**src/rtl/mem_port_arbiter_pkg.sv**
```systemverilog
// Shared definitions for the core's SRAM port: access sizes, arbiter FSM states, requester IDs.
package mem_port_arbiter_pkg;

   localparam int unsigned ADDR_W_DEF = 12;
   localparam int unsigned DATA_W     = 32;
   localparam int unsigned BE_W       = DATA_W / 8;

   // Access size encodings match funct3[1:0]; 2'd3 is handled as a word.
   localparam logic [1:0] SZ_B = 2'd0;
   localparam logic [1:0] SZ_H = 2'd1;
   localparam logic [1:0] SZ_W = 2'd2;

   typedef enum logic [1:0] {
      ST_IDLE    = 2'd0,
      ST_IF_RESP = 2'd1,
      ST_D_RESP  = 2'd2
   } state_e;

   typedef enum logic {
      REQ_IF = 1'b0,
      REQ_D  = 1'b1
   } req_id_e;

   // Halves need an even byte offset and words need a zero offset; bytes are always aligned.
   function automatic logic is_misaligned(input logic [1:0] size, input logic [1:0] off);
      logic res;
      case (size)
         SZ_B:    res = 1'b0;
         SZ_H:    res = off[0];
         default: res = |off;
      endcase
      return res;
   endfunction

endpackage

```
**src/rtl/mem_port_arbiter_if.sv**
```systemverilog
// Requester and SRAM-side signal bundle of the memory port arbiter.
interface mem_port_arbiter_if #(parameter int unsigned ADDR_W = 12);

   logic               if_req;
   logic [31:0]        if_addr;
   logic               if_gnt;
   logic               if_rvalid;
   logic [31:0]        if_rdata;
   logic               if_err;

   logic               d_req;
   logic               d_we;
   logic [1:0]         d_size;
   logic               d_unsigned;
   logic [31:0]        d_addr;
   logic [31:0]        d_wdata;
   logic               d_gnt;
   logic               d_rvalid;
   logic [31:0]        d_rdata;
   logic               d_err;

   logic               mem_en;
   logic [3:0]         mem_we;
   logic [ADDR_W-1:0]  mem_addr;
   logic [31:0]        mem_wdata;
   logic [31:0]        mem_rdata;

   // Requesters plus the SRAM, as seen from outside the arbiter.
   modport master (
      output if_req, if_addr,
      input  if_gnt, if_rvalid, if_rdata, if_err,
      output d_req, d_we, d_size, d_unsigned, d_addr, d_wdata,
      input  d_gnt, d_rvalid, d_rdata, d_err,
      input  mem_en, mem_we, mem_addr, mem_wdata,
      output mem_rdata
   );

   // The arbiter itself.
   modport slave (
      input  if_req, if_addr,
      output if_gnt, if_rvalid, if_rdata, if_err,
      input  d_req, d_we, d_size, d_unsigned, d_addr, d_wdata,
      output d_gnt, d_rvalid, d_rdata, d_err,
      output mem_en, mem_we, mem_addr, mem_wdata,
      input  mem_rdata
   );

endinterface

```
**src/rtl/mem_lane_align.sv**
```systemverilog
// Combinational sub-word lane steering: store byte enables/replication, load extract/extend, misalignment.
module mem_lane_align
   import mem_port_arbiter_pkg::*;
(
   input  logic [1:0]  i_st_off,
   input  logic [1:0]  i_st_size,
   input  logic [31:0] i_st_wdata,
   output logic [3:0]  o_st_be_c,
   output logic [31:0] o_st_wdata_c,
   output logic        o_misal_c,

   input  logic [1:0]  i_ld_off,
   input  logic [1:0]  i_ld_size,
   input  logic        i_ld_unsigned,
   input  logic [31:0] i_ld_rdata,
   output logic [31:0] o_ld_data_c
);

   logic [31:0] w_shifted;
   logic        w_sign;

   // Store side: enables follow the byte offset, data is replicated across all lanes.
   always_comb begin
      o_st_be_c    = 4'b1111;
      o_st_wdata_c = i_st_wdata;
      o_misal_c    = is_misaligned(i_st_size, i_st_off);
      case (i_st_size)
         SZ_B: begin
            o_st_be_c    = 4'b0001 << i_st_off;
            o_st_wdata_c = {4{i_st_wdata[7:0]}};
         end
         SZ_H: begin
            o_st_be_c    = 4'b0011 << i_st_off;
            o_st_wdata_c = {2{i_st_wdata[15:0]}};
         end
         default: ;
      endcase
   end

   assign w_shifted = i_ld_rdata >> {i_ld_off, 3'b000};

   // Load side: bring the addressed lane down to bit 0, then sign- or zero-extend.
   always_comb begin
      w_sign      = 1'b0;
      o_ld_data_c = w_shifted;
      case (i_ld_size)
         SZ_B: begin
            w_sign      = w_shifted[7] & ~i_ld_unsigned;
            o_ld_data_c = {{24{w_sign}}, w_shifted[7:0]};
         end
         SZ_H: begin
            w_sign      = w_shifted[15] & ~i_ld_unsigned;
            o_ld_data_c = {{16{w_sign}}, w_shifted[15:0]};
         end
         default: ;
      endcase
   end

endmodule

```
**src/rtl/mem_port_arbiter.sv**
```systemverilog
// Round-robin arbiter sharing one 1-cycle-latency SRAM port between instruction fetch and load/store.
module mem_port_arbiter
   import mem_port_arbiter_pkg::*;
#(
   parameter int unsigned ADDR_W = ADDR_W_DEF
) (
   input  logic             clk,
   input  logic             rst,
   mem_port_arbiter_if.slave bus
);

   state_e      r_state;
   state_e      w_state_nxt;
   req_id_e     r_last;
   logic [1:0]  r_off;
   logic [1:0]  r_size;
   logic        r_unsigned;
   logic        r_err;
   logic        r_we;

   logic        w_pick_d;
   logic [31:0] w_sel_addr;
   logic [1:0]  w_sel_size;
   logic        w_misal;
   logic [3:0]  w_be;
   logic [31:0] w_wdata_rep;
   logic [31:0] w_ld_data;
   logic        w_gnt_if;
   logic        w_gnt_d;
   logic        w_if_rvalid;
   logic        w_d_rvalid;
   logic        w_unused_hi;

   // Data wins when it is the only requester, or on a tie when fetch was granted last.
   assign w_pick_d   = bus.d_req && (!bus.if_req || (r_last == REQ_IF));
   assign w_sel_addr = w_pick_d ? bus.d_addr : bus.if_addr;
   assign w_sel_size = w_pick_d ? bus.d_size : SZ_W;

   mem_lane_align u_lane_align (
      .i_st_off      (w_sel_addr[1:0]),
      .i_st_size     (w_sel_size),
      .i_st_wdata    (bus.d_wdata),
      .o_st_be_c     (w_be),
      .o_st_wdata_c  (w_wdata_rep),
      .o_misal_c     (w_misal),
      .i_ld_off      (r_off),
      .i_ld_size     (r_size),
      .i_ld_unsigned (r_unsigned),
      .i_ld_rdata    (bus.mem_rdata),
      .o_ld_data_c   (w_ld_data)
   );

   always_ff @(posedge clk) begin
      if (rst) r_state <= ST_IDLE;
      else     r_state <= w_state_nxt;
   end

   // Grant and issue happen in the same IDLE cycle; a misaligned access is granted but never reaches the SRAM.
   always_comb begin
      w_state_nxt = r_state;
      w_gnt_if    = 1'b0;
      w_gnt_d     = 1'b0;
      bus.mem_en  = 1'b0;
      bus.mem_we  = 4'b0000;
      case (r_state)
         ST_IDLE: begin
            if (bus.if_req || bus.d_req) begin
               w_gnt_d     = w_pick_d;
               w_gnt_if    = !w_pick_d;
               bus.mem_en  = !w_misal;
               bus.mem_we  = (w_pick_d && bus.d_we && !w_misal) ? w_be : 4'b0000;
               w_state_nxt = w_pick_d ? ST_D_RESP : ST_IF_RESP;
            end
         end
         ST_IF_RESP: w_state_nxt = ST_IDLE;
         ST_D_RESP:  w_state_nxt = ST_IDLE;
         default:    w_state_nxt = ST_IDLE;
      endcase
      if (rst) begin
         w_gnt_if   = 1'b0;
         w_gnt_d    = 1'b0;
         bus.mem_en = 1'b0;
         bus.mem_we = 4'b0000;
      end
   end

   // Capture who was served and how to shape the response.
   always_ff @(posedge clk) begin
      if (rst) begin
         r_last     <= REQ_D;
         r_off      <= 2'b00;
         r_size     <= SZ_W;
         r_unsigned <= 1'b0;
         r_err      <= 1'b0;
         r_we       <= 1'b0;
      end else if (w_gnt_if || w_gnt_d) begin
         r_last     <= w_gnt_d ? REQ_D : REQ_IF;
         r_off      <= w_sel_addr[1:0];
         r_size     <= w_sel_size;
         r_unsigned <= w_pick_d & bus.d_unsigned;
         r_err      <= w_misal;
         r_we       <= w_pick_d & bus.d_we;
      end
   end

   assign bus.if_gnt    = w_gnt_if;
   assign bus.d_gnt     = w_gnt_d;
   assign bus.mem_addr  = w_sel_addr[ADDR_W+1:2];
   assign bus.mem_wdata = w_wdata_rep;

   // Responses are suppressed while reset is held so an interrupted access never completes.
   assign w_if_rvalid   = (r_state == ST_IF_RESP) && !rst;
   assign w_d_rvalid    = (r_state == ST_D_RESP) && !rst;
   assign bus.if_rvalid = w_if_rvalid;
   assign bus.if_err    = w_if_rvalid & r_err;
   assign bus.if_rdata  = (w_if_rvalid && !r_err) ? bus.mem_rdata : 32'h0;
   assign bus.d_rvalid  = w_d_rvalid;
   assign bus.d_err     = w_d_rvalid & r_err;
   assign bus.d_rdata   = (w_d_rvalid && !r_err && !r_we) ? w_ld_data : 32'h0;

   // Byte-address bits above the SRAM word index alias.
   assign w_unused_hi = ^w_sel_addr[31:ADDR_W+2];

endmodule

```
**src/flat_wrapper.sv**
```systemverilog
// flat-port wrapper written by rule: the top's interface ports become plain ports
module mem_port_arbiter_flat import mem_port_arbiter_pkg::*;
#(
   parameter int unsigned ADDR_W = ADDR_W_DEF
)
  (clk, rst, bus_if_req, bus_if_addr, bus_if_gnt, bus_if_rvalid, bus_if_rdata, bus_if_err, bus_d_req, bus_d_we, bus_d_size, bus_d_unsigned, bus_d_addr, bus_d_wdata, bus_d_gnt, bus_d_rvalid, bus_d_rdata, bus_d_err, bus_mem_en, bus_mem_we, bus_mem_addr, bus_mem_wdata, bus_mem_rdata);
  mem_port_arbiter_if #(.ADDR_W(ADDR_W)) bus_i ();
  input  logic clk;
  input  logic rst;
  input wire logic [$bits(bus_i.if_req)-1:0] bus_if_req;
  input wire logic [$bits(bus_i.if_addr)-1:0] bus_if_addr;
  output wire logic [$bits(bus_i.if_gnt)-1:0] bus_if_gnt;
  output wire logic [$bits(bus_i.if_rvalid)-1:0] bus_if_rvalid;
  output wire logic [$bits(bus_i.if_rdata)-1:0] bus_if_rdata;
  output wire logic [$bits(bus_i.if_err)-1:0] bus_if_err;
  input wire logic [$bits(bus_i.d_req)-1:0] bus_d_req;
  input wire logic [$bits(bus_i.d_we)-1:0] bus_d_we;
  input wire logic [$bits(bus_i.d_size)-1:0] bus_d_size;
  input wire logic [$bits(bus_i.d_unsigned)-1:0] bus_d_unsigned;
  input wire logic [$bits(bus_i.d_addr)-1:0] bus_d_addr;
  input wire logic [$bits(bus_i.d_wdata)-1:0] bus_d_wdata;
  output wire logic [$bits(bus_i.d_gnt)-1:0] bus_d_gnt;
  output wire logic [$bits(bus_i.d_rvalid)-1:0] bus_d_rvalid;
  output wire logic [$bits(bus_i.d_rdata)-1:0] bus_d_rdata;
  output wire logic [$bits(bus_i.d_err)-1:0] bus_d_err;
  output wire logic [$bits(bus_i.mem_en)-1:0] bus_mem_en;
  output wire logic [$bits(bus_i.mem_we)-1:0] bus_mem_we;
  output wire logic [$bits(bus_i.mem_addr)-1:0] bus_mem_addr;
  output wire logic [$bits(bus_i.mem_wdata)-1:0] bus_mem_wdata;
  input wire logic [$bits(bus_i.mem_rdata)-1:0] bus_mem_rdata;
  assign bus_i.if_req = bus_if_req;
  assign bus_i.if_addr = bus_if_addr;
  assign bus_if_gnt = bus_i.if_gnt;
  assign bus_if_rvalid = bus_i.if_rvalid;
  assign bus_if_rdata = bus_i.if_rdata;
  assign bus_if_err = bus_i.if_err;
  assign bus_i.d_req = bus_d_req;
  assign bus_i.d_we = bus_d_we;
  assign bus_i.d_size = bus_d_size;
  assign bus_i.d_unsigned = bus_d_unsigned;
  assign bus_i.d_addr = bus_d_addr;
  assign bus_i.d_wdata = bus_d_wdata;
  assign bus_d_gnt = bus_i.d_gnt;
  assign bus_d_rvalid = bus_i.d_rvalid;
  assign bus_d_rdata = bus_i.d_rdata;
  assign bus_d_err = bus_i.d_err;
  assign bus_mem_en = bus_i.mem_en;
  assign bus_mem_we = bus_i.mem_we;
  assign bus_mem_addr = bus_i.mem_addr;
  assign bus_mem_wdata = bus_i.mem_wdata;
  assign bus_i.mem_rdata = bus_mem_rdata;
  mem_port_arbiter #(.ADDR_W(ADDR_W)) u_core (.clk(clk), .rst(rst), .bus(bus_i));
endmodule
```
**config.mk**
```make
export PLATFORM = sky130hd
export DESIGN_NAME = mem_port_arbiter_flat
export DESIGN_NICKNAME = d
export VERILOG_FILES = /design/src/rtl/mem_port_arbiter_pkg.sv /design/src/rtl/mem_port_arbiter_if.sv /design/src/rtl/mem_lane_align.sv /design/src/rtl/mem_port_arbiter.sv /design/src/flat_wrapper.sv
export SDC_FILE = /design/constraint.sdc
export NUM_CORES = 1
export LEC_CHECK = 0
export CORE_AREA = 2 2 99 101
export CTS_CLUSTER_SIZE = 24
export DETAILED_ROUTE_END_ITERATION = 12
export DIE_AREA = 0 0 101 103
export PLACE_DENSITY = 0.7
export SYNTH_ARGS = -nofsm -noshare
export SYNTH_HDL_FRONTEND = slang
export SYNTH_SLANG_ARGS = --single-unit
```
**constraint.sdc**
```tcl
create_clock -name clk -period 3.7 [get_ports clk]
set_input_delay 0.74 -clock clk [delete_from_list [all_inputs] [get_ports clk]]
set_output_delay 0.74 -clock clk [all_outputs]
set_load 0.1 [all_outputs]
```
==> flow_summary.json <==
{
  "status": "complete, no violations",
  "synth_nets": 445,
  "vdd_drop_max_mv": 0.166,
  "io_buffers": 218,
  "maxCapViolCount": 0,
  "grt-ovfl-total": 0,
  "grt_first_pass_wirelength_mm": 15.3,
  "drt_iter0_markers": 62,
  "p_leak_uw": 0.00231,
  "utilization_pct": 61.0,
  "n_antenna_cell": 0,
  "critPathMaxStageDelay_ns": 0.57,
  "die-height_um": 103,
  "post_drt_via_cell_ratio": 4.78,
  "initial_core_util_pct": 22.1,
  "synth_seq_area_share_pct": 9.58,
  "clk_latency_ns": 0.24,
  "ys_ff_latch": 10,
  "avgSynthCellArea_um2": 6.76,
  "finalMaxSlewViolations": 0,
  "ant_nets": 0,
  "layout-drive-gt1-share_pct": 38.8,
  "wl_met1_mm": 3.56,
  "cts_tree": "done",
  "fin_cells": 630,
  "start_kind": "input pin",
  "critPathMaxFanout": 8,
  "skew_ns": 0.00228,
  "fill_cells": 764,
  "dpl_cell_area_um2": 5700,
  "routed.top_layer": "met4",
  "clk_transition_reported_paths_ns": 0.05,
  "max_freq_mhz": 284,
  "root_buffer": "clkbuf_8",
  "gr-usage-all-layers_pct": 18.4,
  "crit_type": "in2out",
  "clock_sinks": 10,
  "routed-wl-met2_mm": 5.18,
  "relSlewSlack_pct": 61.5,
  "whs_ns": 0.464,
  "syn_to_final_growth_pct": 176,
  "cp.arrival_ns": 2.78,
  "wirelength_mm": 9.87,
  "htreeDepth": 1,
  "rsz0062_at_grt": "false",
  "ys_warn_count": 0,
  "met3_length_um": 981,
  "fin_nets": 653,
  "first_pass_iters": 4,
  "crit_family": "compound AO/OA/AOI/OAI gates",
  "die_w_um": 101,
  "worst_pin_slew_ns": 0.574,
  "io_pins": 255,
  "timing.final.crit_share_pct": 95.2,
  "setup_violations": 0,
  "finalSetupTns_ns": 0,
  "synth_cells": 309,
  "grt_start_max_net_pins": 33,
  "seqCellArea_um2": 201,
  "fin_crit_ns": 3.52,
  "power.density_nw_per_um2": 233,
  "required_ns": 2.96,
  "dpl.hpwl_mm": 8.66,
  "drc": 0,
  "vias": 3010,
  "timing.final.hold_violations": 0,
  "std_cell_rows": 36,
  "slowest_stage": "a2111o_1",
  "dieArea_um2": 10400,
  "clk_path_buf_depth": 2,
  "wl_per_cell_um": 15.7,
  "path_buf_inv": 2,
  "path_cells": "clkdlybuf4s50_1, nand2b_4, a311o_1, a2111o_1, o21ai_1, buf_12",
  "cts_buffers": 3,
  "synth.distinct_cells": 40,
  "place_inst": 626,
  "design_area_um2": 5770,
  "grt_pass1_vias": 2997,
  "gp_congestion": 0.879,
  "multi_input_area_um2": 1970,
  "critPathCaptureType": "primary output",
  "min_path_type": "reg2reg",
  "syn_area_um2": 2090,
  "antenna_found_initial": 0,
  "core-area_um2": 9460
}
power by group:
group          internal (uW)  total [uW]  leakage, uW  switching [uW]
registers                116         129    0.0000824            12.4
logic                    405        1080      0.00220             678
clock network           93.4         135    0.0000288            41.3
cell families (layout without fill, tap and decap cells):
logic type | count (synthesis) | in the layout | share of synthesized area, %
AO/OA/AOI/OAI | 73 | 73 | 22.8
XOR/XNOR | 3 | 3 | 1.26
buffers and inverters | 33 | 240 | 7.96
flip-flops | 10 | 10 | 9.58
multiplexers | 44 | 44 | 22.8
AND/OR/NAND/NOR | 146 | 146 | 35.6
layout by cell type (no fill, tap or decap), types with 4 or more instances in the layout:
cell type	count
buf_12	110
clkdlybuf4s50_1	99
nand2_1	53
and2_1	43
buf_4	27
mux2i_1	25
nor2_1	20
mux2_2	18
o21ai_1	15
nor2b_1	9
dfxtp_1	9
a21oi_4	8
o21ai_0	8
a211oi_1	8
a21o_2	7
a211oi_4	7
a21oi_1	7
nand3_1	4
clkbuf_8	4
worst min-delay path, delay by kind of cell (launching register included):
| kind | cells | cell delay [ns] |
|---|---|---|
| flip-flops | 1 | 0.31 |
| AND/OR/NAND/NOR | 1 | 0.05 |
| AO/OA/AOI/OAI | 1 | 0.05 |
final timing paths:
| check | end | startpoint | depth (start not counted) | slack (ns) |
|---|---|---|---|---|
| hold / removal | u_core.r_we$_SDFFE_PP0P_ | u_core.r_we$_SDFFE_PP0P_ | 2 | 0.46 |
| setup / recovery | bus_d_rdata[19] | bus_mem_rdata[23] | 6 | 0.18 |
| hold reg to reg | u_core.r_we$_SDFFE_PP0P_ | u_core.r_we$_SDFFE_PP0P_ | 2 | 0.46 |
| setup reg to reg | u_core.r_we$_SDFFE_PP0P_ | u_core.r_state[0]$_SDFFE_PP0N_ | 4 | 2.32 |
cell type report:
type	count	area share [%]
timing repair buffer	236	58.9
tap	114	2.47
clock buffer	4	0.954
multi-input combinational	266	34.2
sequential	10	3.49
routing by layer:
| layer | vias to the layer above | track usage, % |
|---|---|---|
| met5 | - | 0 |
| met4 | 0 | 4.16 |
| met2 | 168 | 35.9 |
| met1 | 1355 | 19.8 |
| met3 | 12 | 4.68 |
| li1 | 1475 | - |
cells in the mapped netlist:
library cell	number	area, um2
buf_2	4	20.0
nor2b_1	9	56.3
nor2_1	21	78.8
nor3_1	4	20.0
xnor2_1	3	26.3
nand4b_1	1	8.76
buf_1	2	7.51
a21oi_1	15	75.1
o21ai_1	1	5.00
a211oi_1	15	113
nand3b_1	1	7.51
a21boi_1	1	7.51
nand2_1	54	203
nor3b_1	1	7.51
a21o_1	8	60.1
nand2b_4	1	13.8
nor3b_2	1	12.5
nor3_4	1	16.3
o211ai_1	1	7.51
a311oi_1	1	8.76
and2_1	43	269
mux2_2	18	203
a311o_1	1	10.0
a21bo_2	1	10.0
mux2i_1	25	250
or3_1	2	12.5
a22oi_1	1	7.51
nand2b_1	1	6.26
dfxtp_1	10	200
buf_4	8	60.1
mux4_2	1	22.5
o21ai_0	24	120
clkbuf_1	18	67.6
a2111oi_4	1	27.5
nand3_1	4	20.0
a2111o_1	1	11.3
a31oi_1	1	6.26
o21a_1	1	7.51
or2_2	2	12.5
buf_6	1	11.3
what timing repair did:
item                                    4_1_cts  5_1_grt
endpoints found under the setup margin        0        3
gates resized for setup                       0        4
endpoints found under the hold margin         0        0
setup buffers                                 0        0
hold buffers                                  0        0
metrics by stage:
step | setup slack (ns) | total power [uW]
finish | 0.179 | 1350
global route | 0.0434 | 1400
global placement | 0.135 | 1210
CTS | 0.0442 | 1350
floorplan | -0.770 | 794
detailed placement | 0.0566 | 1220
registers in the layout, indices dropped and copies added (netlist names):
signal and flops:
u_core.r_off 2, u_core.r_size 2, u_core.r_state 2, u_core.r_err 1, u_core.r_last 1, u_core.r_unsigned 1, u_core.r_we 1
(Power assumes the default switching activity.)
